`src/rtl/ft232r_rsp_arb.sv`:
```
// Round-robin arbiter sharing the FT232R response byte path among P_N_REQ 4-phase requesters.
// Optional build macro FT232R_RSP_ARB_TIMEOUT_EN adds an rsp_ack timeout with timeout_err pulse.
module ft232r_rsp_arb #(
    parameter int unsigned P_N_REQ          = 4,
    parameter int unsigned P_TIMEOUT_CYCLES = 1024
) (
    input  logic                 clk,
    input  logic                 rst,
    input  logic [P_N_REQ-1:0]   src_req,
    input  logic [8*P_N_REQ-1:0] src_data,
    output logic [P_N_REQ-1:0]   src_ack,
    output logic                 rsp_req,
    input  logic                 rsp_ack,
    output logic [7:0]           rsp_data,
    output logic [P_N_REQ-1:0]   grant,
    output logic                 busy,
    output logic                 timeout_err
);

    localparam int unsigned IW = $clog2(P_N_REQ);

    if (P_N_REQ < 2 || P_N_REQ > 8 || P_TIMEOUT_CYCLES < 1 || P_TIMEOUT_CYCLES > 65535)
    begin : g_param_check
        $error("ft232r_rsp_arb: parameter out of range");
    end

    typedef enum logic [1:0] {StIdle, StSend, StRel} state_t;

    state_t             state;
    logic [IW-1:0]      ptr;
    logic [IW-1:0]      sel;
    logic [IW-1:0]      sel_next;
    logic [P_N_REQ-1:0] sel_onehot;
    logic               sel_found;

`ifdef FT232R_RSP_ARB_TIMEOUT_EN
    localparam logic [15:0] TO_LAST = 16'(P_TIMEOUT_CYCLES - 1);
    logic [15:0] to_cnt;
`endif

    // First asserted requester strictly after ptr, wrapping modulo P_N_REQ.
    always_comb begin
        int unsigned   idx;
        logic [IW-1:0] idx_w;
        idx        = 0;
        idx_w      = '0;
        sel_found  = 1'b0;
        sel_next   = '0;
        sel_onehot = '0;
        for (int unsigned i = 1; i <= P_N_REQ; i++) begin
            idx   = (32'(ptr) + i) % P_N_REQ;
            idx_w = IW'(idx);
            if (!sel_found && src_req[idx_w]) begin
                sel_found         = 1'b1;
                sel_next          = idx_w;
                sel_onehot[idx_w] = 1'b1;
            end
        end
    end

    assign busy = (state != StIdle);

    always_ff @(posedge clk) begin
        if (rst) begin
            state    <= StIdle;
            ptr      <= IW'(P_N_REQ - 1);
            sel      <= '0;
            grant    <= '0;
            src_ack  <= '0;
            rsp_req  <= 1'b0;
            rsp_data <= '0;
`ifdef FT232R_RSP_ARB_TIMEOUT_EN
            to_cnt      <= '0;
            timeout_err <= 1'b0;
`endif
        end else begin
`ifdef FT232R_RSP_ARB_TIMEOUT_EN
            timeout_err <= 1'b0;
`endif
            unique case (state)
                StIdle: begin
                    if (sel_found) begin
                        state    <= StSend;
                        sel      <= sel_next;
                        grant    <= sel_onehot;
                        rsp_data <= src_data[8*sel_next +: 8];
                        rsp_req  <= 1'b1;
`ifdef FT232R_RSP_ARB_TIMEOUT_EN
                        to_cnt   <= '0;
`endif
                    end
                end
                StSend: begin
                    // rsp_ack wins over a coincident timeout.
                    if (rsp_ack) begin
                        rsp_req      <= 1'b0;
                        src_ack[sel] <= 1'b1;
                        state        <= StRel;
                    end
`ifdef FT232R_RSP_ARB_TIMEOUT_EN
                    else if (to_cnt == TO_LAST) begin
                        timeout_err  <= 1'b1;
                        rsp_req      <= 1'b0;
                        src_ack[sel] <= 1'b1;
                        state        <= StRel;
                    end else begin
                        to_cnt <= to_cnt + 16'd1;
                    end
`endif
                end
                StRel: begin
                    if (!src_req[sel]) begin
                        src_ack <= '0;
                        ptr     <= sel;
                        grant   <= '0;
                        state   <= StIdle;
                    end
                end
                default: state <= StIdle;
            endcase
        end
    end

`ifndef FT232R_RSP_ARB_TIMEOUT_EN
    assign timeout_err = 1'b0;
`endif

endmodule
```
`config.mk`:
```
export PLATFORM = sky130hd
export DESIGN_NAME = ft232r_rsp_arb
export DESIGN_NICKNAME = d
export VERILOG_FILES = /design/src/rtl/ft232r_rsp_arb.sv
export SDC_FILE = /design/constraint.sdc
export NUM_CORES = 1
export LEC_CHECK = 0
export CAP_MARGIN = 20
export CORE_MARGIN = 4
export CORE_UTILIZATION = 41
export DETAILED_ROUTE_END_ITERATION = 8
export PLACE_DENSITY = 0.86
export SETUP_SLACK_MARGIN = 0.1
export SLEW_MARGIN = 20
export SYNTH_ARGS = -nofsm -noshare
export SYNTH_HDL_FRONTEND = slang
export SYNTH_SLANG_ARGS = --single-unit
```
`constraint.sdc`:
```
create_clock -name clk -period 3.2 [get_ports clk]
set_input_delay 0.32 -clock clk [delete_from_list [all_inputs] [get_ports clk]]
set_output_delay 0.32 -clock clk [all_outputs]
set_load 0.005 [all_outputs]
```
# ---- After elaboration in Yosys (flattened, before gate mapping)
# Index checks and enable logic that the tools add are counted.
dict set report classes {
  n_shift 1
  mul 0
  n_addsub 4
  n_mux 44
  bitwise_logic 5
  eq_ne 5
  n_reduce_logical 22
  n_div 0
  magnitude_cmp 10
}
# cell count
set op_table {}
lappend op_table {{$shiftx A32 B6 Y8} 1}
lappend op_table {{$mux W4} 7}
lappend op_table {{$mux W1} 16}
lappend op_table {{$or A4 B4 Y4} 4}
lappend op_table {{$pmux W4 S2} 2}
lappend op_table {{$lt A2 B3 Y1 const B} 5}
lappend op_table {{$mux W2} 7}
lappend op_table {{$reduce_and A3 Y1} 4}
lappend op_table {{$bmux W1 S2} 5}
lappend op_table {{$demux W1 S2} 5}
lappend op_table {{$ge A2 B1 Y1 const B} 5}
lappend op_table {{$logic_and A1 B1 Y1} 8}
lappend op_table {{$reduce_bool A2 Y1} 4}
lappend op_table {{$ne A2 B2 Y1 const B} 3}
lappend op_table {{$pmux W2 S3} 1}
lappend op_table {{$add A2 B1 Y2 const B} 2}
lappend op_table {{$add A2 B2 Y2 const B} 2}
lappend op_table {{$reduce_and A2 Y1} 2}
lappend op_table {{$logic_not A1 Y1} 3}
lappend op_table {{$eq A2 B1 Y1 const B} 1}
lappend op_table {{$eq A2 B2 Y1 const B} 1}
lappend op_table {{$logic_not A2 Y1} 1}
lappend op_table {{$pmux W1 S2} 1}
lappend op_table {{$not A1 Y1} 1}
dict set report word_totals {
  output_inout_bits 19
  n_memories 0
  mem_bits_rw 0
  rom_bits 0
  reg_bits 23
  input_bits 39
  wordCells 98
  latch_bits 0
}

# ---- Logic depth before layout (Yosys ltp)
# Gate-level depths: netlist of the first run.
dict set report logic_depth {
  ltp_word 15
  mapped_depth 10
}

# ---- Worst setup path after synthesis of the first run
# OpenSTA, ideal clock, no wires.
dict set report synth_timing {
  path_type {register to register}
  startpoint {register ptr[0]}
  endpoint {register rsp_data[0]}
  path_stages_with_launch 11
  arrival_time_ns 2.952
  setup_slack_ns 0.115
  setup_ns 0.134
  n_path_buf 2
  required_ns 3.066
  cell_sequence {dfxtp_1 -> buf_2 -> inv_1 -> ha_1 -> mux4_2 -> nor2b_4 -> or3_4 -> buf_6 -> and3_1 -> a2111oi_1 -> nor4_1}
}
dict set report synth_between {
  elab_chain_cells 14
  word_cells_on_any_way 28
  classes_between {add/sub: 4; shift: 1; mux: 16; reduce/logical: 7}
}
# element line_no
set synth_lines {}
lappend synth_lines {{from (decl)} 30} ;# logic [IW-1:0] ptr;
lappend synth_lines {{from (signal assigned)} 66} ;# ptr <= IW'(P_N_REQ - 1);
lappend synth_lines {{from (signal assigned)} 114} ;# ptr <= sel;
lappend synth_lines {{$add A2 B1 Y2} 51} ;# idx = (32'(ptr) + i) % P_N_REQ;
lappend synth_lines {{$bmux W1 S2} 53} ;# if (!sel_found && src_req[idx_w]) begin
lappend synth_lines {{$mux W1 (implied by the code)} 53}
lappend synth_lines {{$mux W1} 53}
lappend synth_lines {{$logic_not A1 Y1} 53}
lappend synth_lines {{$logic_and A1 B1 Y1} 53}
lappend synth_lines {{$mux W1} 53}
lappend synth_lines {{$logic_not A1 Y1} 53}
lappend synth_lines {{$logic_and A1 B1 Y1} 53}
lappend synth_lines {{$mux W1} 53}
lappend synth_lines {{$logic_not A1 Y1} 53}
lappend synth_lines {{$logic_and A1 B1 Y1} 53}
lappend synth_lines {{$mux W2 or $mux W1 (tied branches)} 53}
lappend synth_lines {{$shiftx A32 B6 Y8 or $reduce_and A2 Y1 (tied branches)} -}
lappend synth_lines {{to (signal assigned)} 86} ;# rsp_data <= src_data[8*sel_next +: 8];
lappend synth_lines {{to (decl)} 14} ;# output logic [7:0] rsp_data,
# Parallel ways exist; a longest one is shown, timed or not. The select of a mux whose other input is x is not followed.
# A chain may end at the register's enable or synchronous reset.

# ---- Worst setup path in the final report of the first run
dict set report layout_timing {
  startpoint {register ptr[1]}
  endpoint {register rsp_data[2]}
}
# Same word-level chain as after synthesis.

==> qor.txt, run 1 <==
Final cycle utilization of the critical path: 91.77%
Setup Crit Path Kind: reg -> reg
PD cells: 386.4 nW/um^2
Pin count of the biggest net entering global routing: 21
Synthesis-to-finish area growth: 39.72%
Max IR drop VDD: 0.2061 mV
Count of final max-slew check failures: 0
Die area: 5183 um^2
Hpwl dp: 3736 um
Buf+Inv Stages, Crit Path: 1
CP peak stage delay: 580 ps
Synth top area share: 27.42%
Post-synth top cells: 23 x dfxtp_1, 21 x nor2_1, 14 x and3_1, 11 x a21oi_1
Antenna viol nets, final: 0
ANT cells: 0
Worst-margin pin slew: 712.8 ps
CP delay by family, top: simple AND/OR/NAND/NOR gates
Sequential share of the synthesized area: 27.42%
Syn Inst Count: 192
CP Cell Sequence: inv_1 > ha_1 > mux4_2 > nor2b_4 > or3_4 > and3_1 > a2111oi_0 > nor4_1
Final layout net count: 296
Final Skew: 3.424 ps
Clock buffer depth: 2
Die width: 72.00 um
FP Rows: 22
Top-Level Pins: 58
Die Y: 72.00 um
Worst setup EP type: register
Root Buffer: clkbuf_8
#FFs+latches synth: 23
RSZ-0062 raised after global routing: no
Share of cells above drive strength 1: 12.10%
Drt wl/cell: 16.41 um
Min Tclk post-route: 2937 ps
Number of global-route vias before repair: 1723
Gp weighted congestion: 0.8093
Most numerous cell in the Yosys netlist: dfxtp_1
Remaining Overflow, GRT: 0
Post-synth EDFFs: 0
CTS Sinks: 23
Core area: 3799 um^2
# hold bufs at CTS: 0
Startpoint types: register
Post-synth cell types: 50
Status: complete, no violations
1st-pass router iterations: 4
Dominant cells by area after synthesis: dfxtp_1 27%, ha_1 6.0%, and3_1 5.2%
Hold Crit Class: reg -> reg
Setup TNS: 0 ps
DRC: 0
Post-CTS Setup Inserts: 0
CP max stage cell: mux4_2
CTS tree: built
Number of max-cap violations: 0
CP arrival: 3060 ps
Initial core utilization: 44.20%
Top_reg_cell synth: dfxtp_1
Total Wirelength: 4856 um
Syn nets: 239
Synth area leader: dfxtp_1
GRT Overall Usage: 19.30%
Slew margin rel.: 52.33%
Clk_lat worst skew: 260 ps
Port bufs: 56
Vias post-DR: 1735
Global-route wire length before repair: 8107 um
Total CTS buffers: 3
Max Fclk: 340.5 MHz
Worst Path Required: 3320 ps
Count of final setup violators: 0
CTS clk-pin slew, worst paths: 80 ps
Final Hold Vio Count: 0
Initial antenna violation count: 0
Syn_area_per_cell: 8.745 um^2
Final setup margin: 263.3 ps
CP Max Fanout: 14
FFs w/ async S/R, synth: 0%
Via density: 5.861
Static Leakage: 0.9125 nW
Post-Syn Area: 1679 um^2
Pre-CTS worst setup slack: 126.5 ps
Yosys Warn Count: 0
Initial DRC Count: 121
H-tree lvl count: 1
## kinds of logic after synthesis
group | synth area share (%)
simple gates | 24.22
compound gates | 26.53
flops | 27.42
buf+inv | 5.886
mux | 9.761
fa+ha+maj | 5.961
other cells | 0.2233
## layout make-up
class                      instances  area, um^2
fill                             327        1453
multi-input combinational        149        1126
timing repair buffer              65       628.1
sequential                        23       460.4
tap                               48       60.06
clock buffer                       4       45.04
inverter                           7       26.28
## state kept, by name, summed over array words and instances (netlist names)
| register | cells |
|---|---|
| ptr | 2 |
| state | 2 |
| sel | 2 |
| rsp_req | 1 |
| src_ack | 4 |
| grant | 4 |
| rsp_data | 8 |
## through the flow
step / hold slack (ps) / area [um^2] / instances / total power [mW] / utilization, %
6_report: 467.3 / 2346 / 296 / 0.9065 / 61.76
5_1_grt: 498.0 / 2346 / 296 / 0.9598 / 61.76
4_1_cts: 473.8 / 2340 / 296 / 0.9070 / 61.59
3_5_place_dp: 454.5 / 2295 / 292 / 0.7274 / 60.41
3_3_place_gp: 450.7 / 2295 / 292 / 0.7170 / 60.41
2_1_floorplan: 452.7 / 1679 / 192 / 0.5639 / -
## routing by layer
metal / up-vias / global-route usage (%) / part of all wire (%)
li1: 851 / - / -
met1: 807 / 24.98 / 43
met2: 67 / 32.14 / 49
met3: 10 / 2.632 / 5.6
met4: 0 / 8.142 / 2.1
met5: - / 0 / 0
## power by group
group | switching (mW) | leakage (nW) | total (mW) | internal [mW]
combinational | 0.177 | 0.700 | 0.375 | 0.199
sequential | 0.0263 | 0.189 | 0.348 | 0.322
clock | 0.0942 | 0.0228 | 0.183 | 0.0888
total | 0.297 | 0.913 | 0.907 | 0.609
## placed cells by master (no fill, tap or decap), drive strengths merged, types with 3 or more instances in the layout
master and n:
nand3 4, dfxtp 23, and3 14, a22o 4, a211oi 8, buf 9, a2111oi 7, nor3 3
a32oi 3, o21ai 8, nor4 7, a21oi 11, clkbuf 4, clkdlybuf4s50 56, ha 8, nand2 8
mux4 5, inv 7, nor2 21, a22oi 4, mux2 3
## path summary, 6_finish.rpt
path	start	to	slack [ps]	cells after the start
setup / recovery	ptr[1]$_SDFFE_PP1P_	rsp_data[2]$_SDFFE_PP0P_	260	8
hold reg to reg	src_ack[0]$_SDFFE_PP0P_	src_ack[0]$_SDFFE_PP0P_	470	1
hold / removal	src_ack[0]$_SDFFE_PP0P_	src_ack[0]$_SDFFE_PP0P_	470	1
setup reg to reg	ptr[1]$_SDFFE_PP1P_	rsp_data[2]$_SDFFE_PP0P_	260	8
## repair_timing
action	CTS	global route
endpoints found under the hold margin	0	0
endpoints found under the setup margin	0	3
resized for setup	0	2
Power figures use the tool's default switching activity.
==> run 2: changes to the inputs <==
- PLACE_DENSITY: 0.86 -> 0.74
==> qor.txt, run 2 (synthesis results as in run 1) <==
Final Hold Vio Count: 0 (unchanged)
# hold bufs at CTS: 0 (unchanged)
Hpwl dp: 3565 um (-4.6%)
Fill cell count: 349 (+6.7%)
Synthesis-to-finish area growth: 39.64% (about the same)
Post-CTS Setup Inserts: 0 (unchanged)
FP Rows: 22 (unchanged)
Initial antenna violation count: 0 (unchanged)
Placed Cells: 292 (unchanged)
Die area: 5183 um^2 (unchanged)
Initial DRC Count: 64 (-47%)
Slew margin rel.: 51.86% (-0.48 points)
Worst setup EP type: register
Gp weighted congestion: 0.8235 (+1.8%)
DRC: 0 (unchanged)
PD cells: 385.6 nW/um^2 (-0.22%)
Biggest register: rsp_data
Total CTS buffers: 3 (unchanged)
1st-pass router iterations: 4 (unchanged)
Total Wirelength: 4695 um (-3.3%)
CP Max Fanout: 14 (unchanged)
Vias post-DR: 1671 (-3.7%)
CP delay by family, top: simple AND/OR/NAND/NOR gates
CTS Sinks: 23 (unchanged)
CTS clk-pin slew, worst paths: 90 ps (about the same)
Final setup margin: 341.5 ps (+78.27 ps)
Status: complete, no violations
Clk pwr share: 20.6% (+0.4 points)
Port bufs: 56 (unchanged)
Design area: 2345 um^2 (about the same)
Via density: 5.645 (-3.7%)
Count of final setup violators: 0 (unchanged)
Pre-CTS worst setup slack: 185.6 ps (+59.06 ps)
Worst Hold Slack: 456.3 ps (-10.99 ps)
GRT Overall Usage: 18.66% (-0.64 points)
GRT busiest layer: met2
CP arrival: 2980 ps (-80 ps)
Buf+Inv Stages, Crit Path: 1 (unchanged)
Seq pwr share: 38.6% (+0.2 points)
Top-Level Pins: 58 (unchanged)
Root Buffer: clkbuf_8
P_sw: 299.4 uW (+0.74%)
CP peak stage delay: 570 ps (about the same)
Fin cells: 296 (unchanged)
Met2 GRT Util: 31.02% (-1.1 points)
Overall Power: 904.1 uW (-0.27%)
ANT cells: 0 (unchanged)
Number of flip-flops in the largest register: 8 (unchanged)
Number of max-cap violations: 0 (unchanged)
Setup Crit Path Kind: reg -> reg
Final core occ: 61.73% (about the same)
Drt wl/cell: 15.86 um (-3.3%)
Clock buffer depth: 2 (unchanged)
Die Y: 72.00 um (unchanged)
Count of final max-slew check failures: 0 (unchanged)
Die width: 72.00 um (unchanged)
RSZ-0062 raised after global routing: no
Setup TNS: 0 ps (unchanged)
CP Cell Sequence: inv_1 > ha_1 > mux4_2 > nor2b_4 > or3_4 > and3_1 > a2111oi_0 > nor4_1
Final layout net count: 296 (unchanged)
M1 GR Usage: 26.00% (+1.0 points)
Top Registers: rsp_data x8, grant x4, src_ack x4
Max IR drop VDD: 0.1876 mV (-9.0%)
Clk_lat worst skew: 260 ps (about the same)
Final Skew: 3.569 ps (+0.1451 ps)
Internal power: 604.7 uW (-0.77%)
Commonest non-fill, non-tap cells in the layout: 56 x clkdlybuf4s50_1, 23 x dfxtp_1, 21 x nor2_1
Hold Crit Class: reg -> reg
Number of global-route vias before repair: 1603 (-7.0%)
CP max stage cell: mux4_2
Met3 Resource Use GR: 0.6925% (-1.9 points)
Worst Path Required: 3320 ps (about the same)
Antenna viol nets, final: 0 (unchanged)
Global-route wire length before repair: 7955 um (-1.9%)
Min Tclk post-route: 2858 ps (-78.27 ps)
Commonest non-fill, non-tap cell in the layout: clkdlybuf4s50_1
Core area: 3799 um^2 (unchanged)
Remaining Overflow, GRT: 0 (unchanged)
Startpoint types: register
H-tree lvl count: 1 (unchanged)
Worst-margin pin slew: 719.9 ps (+7.119 ps)
Final cycle utilization of the critical path: 89.33% (-2.4 points)
Share of cells above drive strength 1: 12.10% (unchanged)
CTS tree: built
Post-CTS sizing: 0 (unchanged)
Initial core utilization: 44.20% (unchanged)
Max Fclk: 349.8 MHz (+2.7%)
Static Leakage: 0.9149 nW (+0.26%)
Area after DPL: 2295 um^2 (unchanged)
Pin count of the biggest net entering global routing: 21 (unchanged)
Sw frac: 33.11% (+0.33 points)
Combinational share of power: 40.8% (-0.6 points)
[run 2: cell count changes in the layout (fill, tap and decap cells not counted)]
| cell | delta |
|---|---|
| a2111oi_0 | +1 |
| a2111oi_1 | -1 |
| a311o_2 | -1 |
| clkbuf_1 | -1 |
| clkinv_2 | +1 |
| a311o_1 | +1 |
[run 2: worst min-delay path: stages (launching register included)]
cell	delay, ps
dfxtp_1	320
nand2_1	50
a21oi_1	50
[run 2: area by class of cell]
type	count	area [um^2]	area share, %
Multi-Input combinational cell	149	1124	47.92
Timing Repair Buffer	65	628.1	26.79
Sequential cell	23	460.4	19.64
Tap cell	48	60.06	2.561
Clock buffer	3	41.29	1.761
Inverter	7	26.28	1.121
Clock inverter	1	5.005	0.2134
[run 2: layer usage]
layer,vias to the layer above,wire length [um]
met3,8,136
met4,0,95
met5,-,0
met1,774,2212
met2,39,2249
li1,850,-
[run 2: path summary, 6_finish.rpt]
path	from	endpoint	slack (ps)	cells after the start
max	ptr[0]$_SDFFE_PP1P_	rsp_data[3]$_SDFFE_PP0P_	340	8
min	rsp_req$_SDFFE_PP0P_	rsp_req$_SDFFE_PP0P_	460	2
max reg2reg	ptr[0]$_SDFFE_PP1P_	rsp_data[3]$_SDFFE_PP0P_	340	8
min reg2reg	rsp_req$_SDFFE_PP0P_	rsp_req$_SDFFE_PP0P_	460	2
[run 2: power groups by stage]
stage / Sequential [mW] / Clock [mW] / Combinational [mW]
after CTS: 0.349 / 0.187 / 0.370
after detailed placement: 0.356 / 0 / 0.368
final: 0.349 / 0.186 / 0.369
after global placement: 0.355 / 0 / 0.365
after global routing: 0.355 / 0.201 / 0.408
after floorplan: 0.354 / 0 / 0.210
